**src/rtl/minesweeper_pkg.sv**
```systemverilog
// Shared definitions for the minesweeper game controller: state encoding,
// default board constants and the win threshold.
package minesweeper_pkg;

  localparam int DEF_ROWS    = 8;
  localparam int DEF_COLS    = 8;
  localparam int DEF_MINES   = 10;
  localparam int DEF_WAIT_TO = 255;

  typedef enum logic [3:0] {
    S_IDLE         = 4'd0,
    S_PLACE        = 4'd1,
    S_PLACE_WAIT   = 4'd2,
    S_READY        = 4'd3,
    S_LOAD         = 4'd4,
    S_DECODE       = 4'd5,
    S_DECODE_WAIT  = 4'd6,
    S_ALU          = 4'd7,
    S_ALU_WAIT     = 4'd8,
    S_DISPLAY      = 4'd9,
    S_DISPLAY_WAIT = 4'd10,
    S_WIN          = 4'd11,
    S_LOSE         = 4'd12,
    S_ERROR        = 4'd13
  } state_e;

  // Number of safe cells; revealing this many wins the game.
  function automatic int win_threshold(input int rows, input int cols, input int mines);
    return rows * cols - mines;
  endfunction

  function automatic logic is_wait(input state_e s);
    return (s == S_PLACE_WAIT) || (s == S_DECODE_WAIT) ||
           (s == S_ALU_WAIT)   || (s == S_DISPLAY_WAIT);
  endfunction

endpackage

```
**src/rtl/game_ctrl_fsm_if.sv**
```systemverilog
// Bundle between the game controller, the user front end and the datapath.
// slave is the controller's view, master the view of whoever drives it.
interface game_ctrl_fsm_if
  import minesweeper_pkg::*;
#(
  parameter int ROWS = DEF_ROWS,
  parameter int COLS = DEF_COLS
);
  localparam int ADDR_W = $clog2(ROWS * COLS);
  localparam int CNT_W  = $clog2(ROWS * COLS + 1);

  logic              place;
  logic              place_done;
  logic              data_in;
  logic [ADDR_W-1:0] data;
  logic              decode_done;
  logic              alu_done;
  logic              gameover;
  logic [CNT_W-1:0]  reveal_cnt;
  logic              disp_done;

  logic [3:0]        state;
  logic              start;
  logic              load;
  logic              decode;
  logic              alu;
  logic              display;
  logic [ADDR_W-1:0] move_addr;
  logic [CNT_W-1:0]  moves;
  logic [CNT_W-1:0]  revealed;
  logic              win;
  logic              lose;
  logic              timeout_err;
  logic              bad_move;

  modport slave (
    input  place, place_done, data_in, data, decode_done, alu_done,
           gameover, reveal_cnt, disp_done,
    output state, start, load, decode, alu, display, move_addr, moves,
           revealed, win, lose, timeout_err, bad_move
  );

  modport master (
    output place, place_done, data_in, data, decode_done, alu_done,
           gameover, reveal_cnt, disp_done,
    input  state, start, load, decode, alu, display, move_addr, moves,
           revealed, win, lose, timeout_err, bad_move
  );

endinterface

```
**src/rtl/game_ctrl_fsm_wait_timer.sv**
```systemverilog
// Cycle counter shared by all wait states; expired flags WAIT_TO cycles spent.
module wait_timer #(
  parameter int WAIT_TO = 255,
  parameter int TO_W    = $clog2(WAIT_TO + 1)
) (
  input  logic            clka,
  input  logic            restart,
  input  logic            clr,
  input  logic            en,
  output logic [TO_W-1:0] cnt,
  output logic            expired
);
  localparam logic [TO_W-1:0] LIMIT = TO_W'(WAIT_TO);

  logic [TO_W-1:0] cnt_q;

  always_ff @(posedge clka or posedge restart) begin
    if (restart) begin
      cnt_q <= '0;
    end else if (clr) begin
      cnt_q <= '0;
    end else if (en && (cnt_q != LIMIT)) begin
      cnt_q <= cnt_q + 1'b1;
    end
  end

  assign cnt     = cnt_q;
  assign expired = (cnt_q == LIMIT);

endmodule

```
**src/rtl/game_ctrl_fsm.sv**
```systemverilog
// Minesweeper game sequencer: placement, move load/decode/ALU/display, win/lose
// detection, move bounds checking and wait-state timeouts.
module game_ctrl_fsm
  import minesweeper_pkg::*;
#(
  parameter int ROWS    = DEF_ROWS,
  parameter int COLS    = DEF_COLS,
  parameter int MINES   = DEF_MINES,
  parameter int WAIT_TO = DEF_WAIT_TO
) (
  input  logic          clka,
  input  logic          restart,
  game_ctrl_fsm_if.slave bus
);
  localparam int CELLS  = ROWS * COLS;
  localparam int ADDR_W = $clog2(CELLS);
  localparam int CNT_W  = $clog2(CELLS + 1);
  localparam int TO_W   = $clog2(WAIT_TO + 1);

  localparam logic [ADDR_W:0]  CELLS_A = (ADDR_W + 1)'(CELLS);
  localparam logic [CNT_W:0]   CELLS_S = (CNT_W + 1)'(CELLS);
  localparam logic [CNT_W-1:0] CELLS_C = CNT_W'(CELLS);
  localparam logic [CNT_W-1:0] WIN_C   = CNT_W'(win_threshold(ROWS, COLS, MINES));

  state_e            state_q, state_d;
  logic [ADDR_W-1:0] move_addr_q, move_addr_d;
  logic [CNT_W-1:0]  moves_q, moves_d;
  logic [CNT_W-1:0]  revealed_q, revealed_d;
  logic              win_q, win_d, lose_q, lose_d, to_err_q, to_err_d;
  logic              bad_q, bad_d;
  logic              start_q, load_q, decode_q, alu_q, display_q;
  logic              tmr_clr, tmr_en, to_exp;
  logic [TO_W-1:0]   tmr_cnt_unused;
  logic              addr_ok;

  function automatic logic [CNT_W-1:0] sat_add(input logic [CNT_W-1:0] a,
                                               input logic [CNT_W-1:0] b);
    logic [CNT_W:0] s;
    s = {1'b0, a} + {1'b0, b};
    return (s > CELLS_S) ? CELLS_C : s[CNT_W-1:0];
  endfunction

  assign addr_ok = ({1'b0, bus.data} < CELLS_A);
  assign tmr_en  = is_wait(state_q);
  assign tmr_clr = is_wait(state_d) && (state_d != state_q);

  wait_timer #(.WAIT_TO(WAIT_TO), .TO_W(TO_W)) u_timer (
    .clka    (clka),
    .restart (restart),
    .clr     (tmr_clr),
    .en      (tmr_en),
    .cnt     (tmr_cnt_unused),
    .expired (to_exp)
  );

  always_comb begin
    state_d     = state_q;
    move_addr_d = move_addr_q;
    moves_d     = moves_q;
    revealed_d  = revealed_q;
    win_d       = win_q;
    lose_d      = lose_q;
    to_err_d    = to_err_q;
    bad_d       = 1'b0;
    case (state_q)
      S_IDLE:       if (bus.place) state_d = S_PLACE;
      S_PLACE:      state_d = S_PLACE_WAIT;
      S_PLACE_WAIT: begin
        if (bus.place_done) state_d = S_READY;
        else if (to_exp)    state_d = S_ERROR;
      end
      S_READY: begin
        if (bus.data_in) begin
          if (addr_ok) begin
            state_d     = S_LOAD;
            move_addr_d = bus.data;
          end else begin
            bad_d = 1'b1;
          end
        end
      end
      S_LOAD:        state_d = S_DECODE;
      S_DECODE:      state_d = S_DECODE_WAIT;
      S_DECODE_WAIT: begin
        if (bus.decode_done) state_d = S_ALU;
        else if (to_exp)     state_d = S_ERROR;
      end
      S_ALU:         state_d = S_ALU_WAIT;
      S_ALU_WAIT: begin
        if (bus.alu_done) begin
          moves_d    = sat_add(moves_q, CNT_W'(1));
          revealed_d = sat_add(revealed_q, bus.reveal_cnt);
          // A mine hit loses even when the same move reaches the win threshold.
          if (bus.gameover)              state_d = S_LOSE;
          else if (revealed_d >= WIN_C)  state_d = S_WIN;
          else                           state_d = S_DISPLAY;
        end else if (to_exp) begin
          state_d = S_ERROR;
        end
      end
      S_DISPLAY:      state_d = S_DISPLAY_WAIT;
      S_DISPLAY_WAIT: begin
        if (bus.disp_done) state_d = S_READY;
        else if (to_exp)   state_d = S_ERROR;
      end
      S_WIN, S_LOSE, S_ERROR: if (bus.place) state_d = S_PLACE;
      default:        state_d = S_IDLE;
    endcase

    if (state_d == S_PLACE) begin
      move_addr_d = '0;
      moves_d     = '0;
      revealed_d  = '0;
      win_d       = 1'b0;
      lose_d      = 1'b0;
      to_err_d    = 1'b0;
    end
    if (state_d == S_WIN)   win_d    = 1'b1;
    if (state_d == S_LOSE)  lose_d   = 1'b1;
    if (state_d == S_ERROR) to_err_d = 1'b1;
  end

  always_ff @(posedge clka or posedge restart) begin
    if (restart) begin
      state_q     <= S_IDLE;
      move_addr_q <= '0;
      moves_q     <= '0;
      revealed_q  <= '0;
      win_q       <= 1'b0;
      lose_q      <= 1'b0;
      to_err_q    <= 1'b0;
      bad_q       <= 1'b0;
      start_q     <= 1'b0;
      load_q      <= 1'b0;
      decode_q    <= 1'b0;
      alu_q       <= 1'b0;
      display_q   <= 1'b0;
    end else begin
      state_q     <= state_d;
      move_addr_q <= move_addr_d;
      moves_q     <= moves_d;
      revealed_q  <= revealed_d;
      win_q       <= win_d;
      lose_q      <= lose_d;
      to_err_q    <= to_err_d;
      bad_q       <= bad_d;
      start_q     <= (state_d == S_PLACE);
      load_q      <= (state_d == S_LOAD);
      decode_q    <= (state_d == S_DECODE);
      alu_q       <= (state_d == S_ALU);
      display_q   <= (state_d == S_DISPLAY);
    end
  end

  assign bus.state       = state_q;
  assign bus.start       = start_q;
  assign bus.load        = load_q;
  assign bus.decode      = decode_q;
  assign bus.alu         = alu_q;
  assign bus.display     = display_q;
  assign bus.move_addr   = move_addr_q;
  assign bus.moves       = moves_q;
  assign bus.revealed    = revealed_q;
  assign bus.win         = win_q;
  assign bus.lose        = lose_q;
  assign bus.timeout_err = to_err_q;
  assign bus.bad_move    = bad_q;

endmodule

```
**src/flat_wrapper.sv**
```systemverilog
// flat-port wrapper written by rule: the top's interface ports become plain ports
module game_ctrl_fsm_flat import minesweeper_pkg::*;
#(
  parameter int ROWS    = DEF_ROWS,
  parameter int COLS    = DEF_COLS,
  parameter int MINES   = DEF_MINES,
  parameter int WAIT_TO = DEF_WAIT_TO
)
  (clka, restart, bus_place, bus_place_done, bus_data_in, bus_data, bus_decode_done, bus_alu_done, bus_gameover, bus_reveal_cnt, bus_disp_done, bus_state, bus_start, bus_load, bus_decode, bus_alu, bus_display, bus_move_addr, bus_moves, bus_revealed, bus_win, bus_lose, bus_timeout_err, bus_bad_move);
  game_ctrl_fsm_if #(.ROWS(ROWS), .COLS(COLS)) bus_i ();
  input  logic clka;
  input  logic restart;
  input wire logic [$bits(bus_i.place)-1:0] bus_place;
  input wire logic [$bits(bus_i.place_done)-1:0] bus_place_done;
  input wire logic [$bits(bus_i.data_in)-1:0] bus_data_in;
  input wire logic [$bits(bus_i.data)-1:0] bus_data;
  input wire logic [$bits(bus_i.decode_done)-1:0] bus_decode_done;
  input wire logic [$bits(bus_i.alu_done)-1:0] bus_alu_done;
  input wire logic [$bits(bus_i.gameover)-1:0] bus_gameover;
  input wire logic [$bits(bus_i.reveal_cnt)-1:0] bus_reveal_cnt;
  input wire logic [$bits(bus_i.disp_done)-1:0] bus_disp_done;
  output wire logic [$bits(bus_i.state)-1:0] bus_state;
  output wire logic [$bits(bus_i.start)-1:0] bus_start;
  output wire logic [$bits(bus_i.load)-1:0] bus_load;
  output wire logic [$bits(bus_i.decode)-1:0] bus_decode;
  output wire logic [$bits(bus_i.alu)-1:0] bus_alu;
  output wire logic [$bits(bus_i.display)-1:0] bus_display;
  output wire logic [$bits(bus_i.move_addr)-1:0] bus_move_addr;
  output wire logic [$bits(bus_i.moves)-1:0] bus_moves;
  output wire logic [$bits(bus_i.revealed)-1:0] bus_revealed;
  output wire logic [$bits(bus_i.win)-1:0] bus_win;
  output wire logic [$bits(bus_i.lose)-1:0] bus_lose;
  output wire logic [$bits(bus_i.timeout_err)-1:0] bus_timeout_err;
  output wire logic [$bits(bus_i.bad_move)-1:0] bus_bad_move;
  assign bus_i.place = bus_place;
  assign bus_i.place_done = bus_place_done;
  assign bus_i.data_in = bus_data_in;
  assign bus_i.data = bus_data;
  assign bus_i.decode_done = bus_decode_done;
  assign bus_i.alu_done = bus_alu_done;
  assign bus_i.gameover = bus_gameover;
  assign bus_i.reveal_cnt = bus_reveal_cnt;
  assign bus_i.disp_done = bus_disp_done;
  assign bus_state = bus_i.state;
  assign bus_start = bus_i.start;
  assign bus_load = bus_i.load;
  assign bus_decode = bus_i.decode;
  assign bus_alu = bus_i.alu;
  assign bus_display = bus_i.display;
  assign bus_move_addr = bus_i.move_addr;
  assign bus_moves = bus_i.moves;
  assign bus_revealed = bus_i.revealed;
  assign bus_win = bus_i.win;
  assign bus_lose = bus_i.lose;
  assign bus_timeout_err = bus_i.timeout_err;
  assign bus_bad_move = bus_i.bad_move;
  game_ctrl_fsm #(.ROWS(ROWS), .COLS(COLS), .MINES(MINES), .WAIT_TO(WAIT_TO)) u_core (.clka(clka), .restart(restart), .bus(bus_i));
endmodule
```
**config.mk**
```make
export PLATFORM = sky130hd
export DESIGN_NAME = game_ctrl_fsm_flat
export DESIGN_NICKNAME = d
export VERILOG_FILES = /design/src/rtl/minesweeper_pkg.sv /design/src/rtl/game_ctrl_fsm_if.sv /design/src/rtl/game_ctrl_fsm_wait_timer.sv /design/src/rtl/game_ctrl_fsm.sv /design/src/flat_wrapper.sv
export SDC_FILE = /design/constraint.sdc
export NUM_CORES = 1
export LEC_CHECK = 0
export BUFFER_PORTS_ARGS = -buffer_cell sky130_fd_sc_hd__buf_2
export CAP_MARGIN = 10
export CORE_MARGIN = 1.5
export CORE_UTILIZATION = 56
export CTS_BUF_LIST = sky130_fd_sc_hd__clkbuf_4 sky130_fd_sc_hd__clkbuf_8
export DETAILED_ROUTE_END_ITERATION = 8
export PLACE_DENSITY = 0.81
export SYNTH_ARGS = -nofsm -noshare
export SYNTH_HDL_FRONTEND = slang
export SYNTH_HIERARCHICAL = 1
export SYNTH_SLANG_ARGS = --single-unit
```
**constraint.sdc**
```tcl
create_clock -name clka -period 3.9 [get_ports clka]
set_clock_uncertainty 0.15 [all_clocks]
set_input_delay 0.78 -clock clka [delete_from_list [all_inputs] [get_ports clka]]
set_output_delay 0.78 -clock clka [all_outputs]
set_load 0.005 [all_outputs]
```
# After elaboration in Yosys (flattened, before gate mapping)
# Cells that the tools add are included.
# totals
ff_bits	40
inputBits	22
output_inout_bits	33
wordCells	94
# classes
n_addsub	3
order_cmp	3
n_eq_ne	28
mux	27
n_reduce_logical	20
# op_table
operator	count
7-bit two-way mux	8
4-bit equality test, second input constant	12
4-bit case mux with 11 select lines	1
4-bit by 3-bit equality test with 1-bit output, second input constant	8
4-bit two-way mux	8
6-bit two-way mux	3
8-bit by 7-bit > comparator with 1-bit output, second input constant	2
8-bit two-way mux	2
2-bit nonzero test	8
4-bit by 2-bit equality test with 1-bit output, second input constant	3
7-bit by 1-bit adder with 8-bit output, second input constant	1
7-bit by 7-bit adder with 8-bit output	1
8-bit by 1-bit adder with 8-bit output, second input constant	1
4-bit by 1-bit equality test with 1-bit output, second input constant	2
8-bit equality test, second input constant	1
8-bit inequality test, second input constant	1
7-bit by 6-bit greater-or-equal comparator with 1-bit output, second input constant	1
1-bit logical OR	6
4-bit logical NOT	1
1-bit two-way mux	4
4-bit inequality test	1
2-bit AND reduction	2
4-bit OR reduction	1
1-bit logical AND	2
2-bit two-way mux	1

# Longest topological paths before layout
# Gate-level depths: netlist (run 1).
# logic_depth
ltp_word	14
depth_mapped	13
ltp_nobuf	11

# Modules after synthesis
# The synthesis (run 1) kept the hierarchy.
# modules_own_cells
mod	n_inst	cells_per_inst	area_each_um2	seq_area_each_um2
game_ctrl_fsm	1	235	2242.2	800.8
wait_timer	1	48	488.0	200.2

# Worst setup path after synthesis (run 1)
# OpenSTA, ideal clock, no wires.
# synth_timing
kind	reg-to-reg
start	register u_core.u_timer.cnt_q[0] (netlist: u_core/u_timer/cnt[0])
end	register u_core.u_timer.cnt_q[0] (netlist: u_core/u_timer/cnt[0])
setup_ps	125
arrival_ps	3083
t_required_ps	3625
path_slack_ps	542
path_stages_with_launch	13
path_buffers	2
synth_period_minus_slack_ps	3358
path_cell_list	dfrtp_1 -> ha_1 -> and3_1 -> buf_2 -> and2_2 -> o311ai_0 -> and4_4 -> inv_2 -> or4b_1 -> o22ai_1 -> dlymetal6s2s_1 -> nor2b_1 -> mux2_4
# synth_via
elab_chain_len	10
elab_cells_between_ends	22
classes_between	add/sub: 1; eq/ne: 7; mux: 8; reduce/logical: 6
# synth_lines
item	line	rtl
from (decl)	game_ctrl_fsm_wait_timer.sv:15	logic [TO_W-1:0] cnt_q;
from (signal assigned)	game_ctrl_fsm_wait_timer.sv:23	cnt_q <= cnt_q + 1'b1;
8-bit equality test (*)	game_ctrl_fsm_wait_timer.sv:28	assign expired = (cnt_q == LIMIT);
via u_core.to_exp	game_ctrl_fsm.sv:32	logic tmr_clr, tmr_en, to_exp;
4-bit two-way mux (*)	-	
4-bit two-way mux, on equally long branches	-	
4-bit case mux with 11 select lines (*)	game_ctrl_fsm.sv:65	case (state_q)
via u_core.state_d[0]	game_ctrl_fsm.sv:25	state_e state_q, state_d;
4-bit by 2-bit equality test with 1-bit output / 4-bit by 3-bit equality test with 1-bit output (equally long branches)	minesweeper_pkg.sv:33	return (s == S_PLACE_WAIT) || (s == S_DECODE_WAIT) ||
1-bit logical OR (2 in a row)	minesweeper_pkg.sv:33	
1-bit logical OR	minesweeper_pkg.sv:34	(s == S_ALU_WAIT) || (s == S_DISPLAY_WAIT);
1-bit logical AND (*)	game_ctrl_fsm.sv:45	assign tmr_clr = is_wait(state_d) && (state_d != state_q);
via u_core.tmr_clr	game_ctrl_fsm.sv:32	
8-bit two-way mux / 2-bit nonzero test (equally long branches)	-	
# Mark *: on every way through the listed nets, which the timed path passes. The rest lies on a longest branch. The select of a mux whose other input is x is not followed.
# A chain may end at the register's enable or synchronous reset.

# Final worst setup path (run 1)
# Ends and elaborated chain as after synthesis.

==> results.cfg, run 1 <==
[status]
outcome = finished clean

[placement]
numPlacedInstances = 390
dp_hpwl_mm = 4.387
port_buffers = 53
placed_area_um2 = 2982
gp_congestion = 0.8851

[cts]
clock_path_buffers = 2
htree_levels = 2
cts_setup_buffers = 0
clockRootBuffer = clkbuf_8
path_clk_slew_ns = 0.07
cts_resized = 0
clock-sinks = 40
cts_inserted_buffers = 5
cts_hold_buf = 0
clk_latency_ns = 0.29
cts_tree = built

[final_layout]
fin_nets = 362
area_growth_syn_to_layout_pct = 13.29
antenna_cells = 0
final.fill_count = 389
fin_cells = 398
layout-drive-gt1-share_pct = 26.59
stdcell_area_um2 = 3093

[global_routing]
grt_pass1_wl_mm = 10.09
antenna_found_initial = 0
grt_pass1_vias = 2229
grt_max_degree = 33
track_usage_pct = 24.31
grt_overflow = 0

[yosys]
netlist_top_cells_count = dfrtp_1 (40), a21oi_1 (29), nor2_1 (14), nand2_1 (12), o21ai_0 (10)
syn_area_um2 = 2730
avgSynthCellArea_um2 = 9.647
ys_types = 75
synth_edf_count = 0
async_flop_share_pct = 100.0
yosysSeqAreaShare_pct = 36.66
synth.area.top_cells = dfrtp_1 (37%), a21oi_1 (5.3%), ha_1 (4.1%)
syn-num-nets = 315
ys_ff_latch = 40
yosysMostFrequentCell = dfrtp_1
ys.flop_type = dfrtp_1
yosys_warnings = 6
syn_inst = 283
yosys.area.top_type = dfrtp_1
synth_top_area_share_pct = 36.66

[worst_setup_path]
path_class = flop to flop
cp_data_arrival_time_ns = 3.60
critical_path_required_ns = 3.92
start_kind = flop
endpoint_kind = flop
crit_fanout = 7

[detailed_routing]
avgRoutedWirePerCell_um = 15.33
antenna_left = 0
route.met3.wl_um = 301
vias = 2399
drc = 0
wirelength_met1_mm = 2.825
firstDrtPassIters = 4
routed_via_density = 6.028
wl_met2_mm = 2.873
wl_mm = 6.101
drtIter0Drc = 271
routed.top_layer = met4

[power_and_ir_drop]
irDropWorstVdd_mv = 0.3839
cellLeakagePower_nw = 1.438
powerDensity_nw_per_um2 = 692.3

[floorplan]
rows = 25
start_util_pct = 57.80
fp.dieW_um = 72.82
dieArea_um2 = 5303
ioPinCount = 55
dieHeight_um = 72.82
coreArea_um2 = 4723

[timing]
tightest_slew_ns = 0.8598
setup_viol = 0
drv_slew = 0
fin_hold_ws_ns = 0.2897
rsz0062_at_grt = false
hold_violations = 0
slew-limit-headroom_pct = 42.34
setup_tns_ns = 0
fin_crit_ns = 3.575
fmax_mhz = 279.7
min_period_over_period_pct = 91.68

[run]
drv_cap = 0

[hold_path]
hp-class = input port to asynchronous set/reset pin
==> worst paths after layout <==
path                                       start                endpoint  slack [ns]  cells past startpoint
setup / recovery           u_core/u_timer/cnt[0]   u_core/u_timer/cnt[0]        0.32                     11
hold / removal                           restart   u_core/u_timer/cnt[7]        0.29                      2
setup reg to reg           u_core/u_timer/cnt[0]   u_core/u_timer/cnt[0]        0.32                     11
hold reg to reg            u_core/u_timer/cnt[5]   u_core/u_timer/cnt[5]        0.35                      1
max in group asynchronous                restart  u_core/bus.revealed[0]        2.88                      3
min in group clka          u_core/u_timer/cnt[5]   u_core/u_timer/cnt[5]        0.35                      1
==> worst max-delay path, stage by stage (launching register included) <==
cell      delay, ns
dfrtp_1        0.42
ha_1           0.30
and3_1         0.30
and2_2         0.26
nand2b_1       0.17
o221ai_1       0.20
and4_4         0.31
inv_2          0.07
or4b_1         0.49
o22ai_1        0.42
nor2b_1        0.09
mux2_4         0.28
==> stage by stage <==
stage | util (%) | total power [mW] | setup WS, ns
2_1_floorplan | - | 1.534 | 0.5423
3_3_place_gp | 63.13 | 1.762 | 0.4692
3_5_place_dp | 63.13 | 1.795 | 0.3702
4_1_cts | 65.48 | 2.138 | 0.3471
5_1_grt | 65.48 | 2.319 | 0.05762
6_report | 65.48 | 2.141 | 0.3246
==> registers in the layout (all words and copies together) (netlist names), 4 cells and up <==
| name | cells |
|---|---|
| u_core/bus.state | 4 |
| u_core/bus.moves | 7 |
| u_core/bus.move_addr | 6 |
| u_core/bus.revealed | 7 |
| u_core/u_timer/cnt | 8 |
==> placed cells by master, fill, tap and decap left out, types with 5 or more instances in the layout <==
cell,netlist,layout
buf_2,6,53
dfrtp_1,40,40
a21oi_1,29,29
nor2_1,14,14
nand2_1,12,12
o21ai_0,10,10
nand2b_1,9,9
ha_1,9,9
mux2i_1,8,8
a21o_1,7,7
a211oi_1,7,7
nor2b_1,7,7
inv_1,6,6
nor3_1,6,6
clkbuf_8,1,5
a22oi_1,5,5
a32oi_1,5,5
==> power breakdown <==
| group | internal (mW) | switching, mW |
|---|---|---|
| clock | 0.197 | 0.138 |
| combinational | 0.469 | 0.628 |
| sequential | 0.536 | 0.173 |
| total | 1.20 | 0.939 |
==> final cells by class <==
cell class | instances | area, um^2 | share of cell area (%)
inverter | 9 | 33.78 | 1.092
clock inverter | 2 | 35.03 | 1.133
tap | 67 | 83.83 | 2.710
timing repair buffer | 57 | 295.3 | 9.547
multi-input combinational | 217 | 1568 | 50.69
clock buffer | 6 | 76.32 | 2.468
sequential | 40 | 1001 | 32.36
==> logic make-up after synthesis <==
| kind of cell | Yosys count | share of synthesized area [%] |
|---|---|---|
| compound gates | 100 | 25.80 |
| xor+xnor | 5 | 1.604 |
| fa+ha+maj | 10 | 4.858 |
| buf+inv | 26 | 5.911 |
| flops | 40 | 36.66 |
| mux | 12 | 5.133 |
| other cells | 1 | 0.1374 |
| simple gates | 89 | 19.89 |
==> layer usage <==
layer / up-vias / track usage, %
li1: 1165 / -
met5: - / 0
met3: 13 / 5.387
met1: 1144 / 33.57
met4: 0 / 8.805
met2: 77 / 37.61
No activity file was read; power rests on OpenSTA's default activity.
==> run 2: changes to the inputs <==
--- a/config.mk
+++ b/config.mk
@@ -11,8 +11,7 @@
 export CORE_UTILIZATION = 56
 export CTS_BUF_LIST = sky130_fd_sc_hd__clkbuf_4 sky130_fd_sc_hd__clkbuf_8
 export DETAILED_ROUTE_END_ITERATION = 8
-export PLACE_DENSITY = 0.81
+export PLACE_DENSITY = 0.78
 export SYNTH_ARGS = -nofsm -noshare
 export SYNTH_HDL_FRONTEND = slang
-export SYNTH_HIERARCHICAL = 1
 export SYNTH_SLANG_ARGS = --single-unit
==> results.cfg, run 2 <==
[hold_path]
hp-class = flop to flop
whs_path_depth = 1

[final_layout]
regArea_um2 = 1001
final_common_cell = buf_2
final.fill_count = 366
multi_input_area_um2 = 1444
largest_reg_flops = 8
fin_cells = 377
utilization_pct = 67.24
fin_nets = 356
layout-drive-gt1-share_pct = 24.92
layout_common_cells = buf_2 (53), dfrtp_1 (40), nor2_1 (34)
stdcell_area_um2 = 2928
antenna_cells = 0
area_growth_syn_to_layout_pct = 14.93

[yosys]
ys_ff_latch = 40
yosysSeqAreaShare_pct = 39.29
synth_compound_gate_area_share_pct = 20.87
synthAdderAreaFrac_pct = 5.206
synthMuxAreaShare_pct = 3.978
ys_types = 64
avgSynthCellArea_um2 = 9.400
synth_top_family_by_area = simple AND/OR/NAND/NOR gates
netlist_top_cells_count = dfrtp_1 (40), nor2_1 (34), nand2_1 (20), a21oi_1 (17)
syn-num-nets = 303
yosys.area.top_type = dfrtp_1
synth_edf_count = 0
yosys_warnings = 0
yosysMostFrequentCell = dfrtp_1
yosys.area_share.simple_pct = 22.00
ys.flop_type = dfrtp_1
synth_top_area_share_pct = 39.29
async_flop_share_pct = 100.0
synth_xor_area_share_pct = 4.470
synth.area.top_cells = dfrtp_1 (39%), nor2_1 (5.0%), ha_1 (4.4%)
syn_area_um2 = 2547
syn_inst = 271

[floorplan]
rows = 24
dieArea_um2 = 4963
coreArea_um2 = 4354
fp.dieW_um = 70.45
start_util_pct = 58.51
ioPinCount = 55
dieHeight_um = 70.45

[worst_setup_path]
crit_path_top_delay_cell = fa_1
critical_path_required_ns = 3.95
reg2reg_depth = 10
endpoint_kind = flop
cp_data_arrival_time_ns = 3.38
cp_slowest_stage_delay_ns = 0.40
worstPathCellList = buf_2 > ha_1 > fa_1 > a21o_1 > a221oi_2 > xor2_1 > a31o_2 > a311o_2 > nor3_4 > buf_4 > nor2_1
path_class = input port to flop
start_kind = input port
crit_buf_inv = 2
crit_fanout = 12
path_delay_family = compound AO/OA/AOI/OAI gates
cp.depth = 11

[cts]
cts_tree = built
clock_path_buffers = 2
clk_latency_ns = 0.30
clock-sinks = 40
clockRootBuffer = clkbuf_8
cts_setup_buffers = 0
path_clk_slew_ns = 0.08
cts_resized = 0
cts_inserted_buffers = 5
cts_hold_buf = 0
htree_levels = 2

[detailed_routing]
firstDrtPassIters = 4
avgRoutedWirePerCell_um = 14.61
drtIter0Drc = 149
drc = 0
routed_via_density = 5.912
wl_mm = 5.507
antenna_left = 0
vias = 2229

[run]
drv_cap = 0

[timing]
fmax_mhz = 299.8
setup_tns_ns = 0
min_period_over_period_pct = 85.53
fin_crit_ns = 3.336
setup_viol = 0
tightest_slew_ns = 0.8447
hold_violations = 0
rsz0062_at_grt = false
drv_slew = 0
slew-limit-headroom_pct = 43.63

[global_routing]
grt_overflow = 0
grt_max_degree = 24
track_usage_pct = 23.71
antenna_found_initial = 0
grt_pass1_vias = 2125
grt_pass1_wl_mm = 9.446

[power_and_ir_drop]
irDropWorstVdd_mv = 0.3351
powerDensity_nw_per_um2 = 598.5
cellLeakagePower_nw = 1.458
p_total_mw = 1.752

[placement]
numPlacedInstances = 369
gp_congestion = 0.8926
dp_hpwl_mm = 4.089
port_buffers = 53
placed_area_um2 = 2835

[status]
outcome = finished clean
==> run 2: changes by cell type after synthesis, sizes merged, moves of 4 or more <==
cell,previous run,this run
nand2,12,20
nor3b,4,0
nor2b,7,3
a32oi,5,1
buf,14,8
xor2,3,8
nor2,15,35
and2,6,1
a21oi,30,17
nand2b,10,5
==> run 2: cell type report <==
class,count,share of cell area (%)
tap,52,2.222
clock inverter,3,0.8120
timing repair buffer,57,10.09
sequential,40,34.19
clock buffer,5,2.350
multi-input combinational,212,49.32
inverter,8,1.026
==> run 2: logic make-up after synthesis <==
logic type,Yosys count
buf+inv,19
mux,10
xor+xnor,13
compound gates,72
flops,40
other cells,1
simple gates,106
fa+ha+maj,10
==> run 2: final timing paths <==
check,startpoint,endpoint,slack [ns]
max in group asynchronous,restart,u_core.u_timer.cnt[7],2.35
setup reg to reg,u_core.bus.revealed[0],u_core.bus.moves[4],0.71
setup / recovery,bus_reveal_cnt[0],u_core.bus.moves[4],0.56
hold reg to reg,u_core.bus.timeout_err,u_core.bus.timeout_err,0.38
min in group asynchronous,restart,u_core.bus.move_addr[5],0.49
hold / removal,u_core.bus.timeout_err,u_core.bus.timeout_err,0.38
==> run 2: layer usage <==
layer | vias up | track usage (%) | part of all wire (%)
met1 | 1056 | 32.64 | 47
met3 | 7 | 4.906 | 6.6
li1 | 1092 | - | -
met2 | 74 | 37.95 | 45
met4 | 0 | 6.838 | 1.3
met5 | - | 0 | 0
==> run 2: report_power, final <==
group / leakage, nW / switching, mW / internal (mW)
clock: 0.0404 / 0.154 / 0.127
sequential: 0.543 / 0.139 / 0.517
combinational: 0.875 / 0.457 / 0.358
total: 1.46 / 0.750 / 1.00
==> run 2: per-stage QoR <==
step	hold WS (ns)	setup slack, ns
finish	0.3756	0.5642
global route	0.3854	0.4426
CTS	0.3783	0.5659
detailed placement	0.3585	0.2404
global placement	0.3524	0.3024
floorplan	0.3509	0.5731
==> run 2: worst register-to-register path, delay by kind of cell (launching register included) <==
kind            cells  cell delay, ns
compound gates      4            1.21
fa+ha+maj           2            0.63
flops               1            0.40
simple gates        2            0.32
buf+inv             1            0.23
xor+xnor            1            0.16
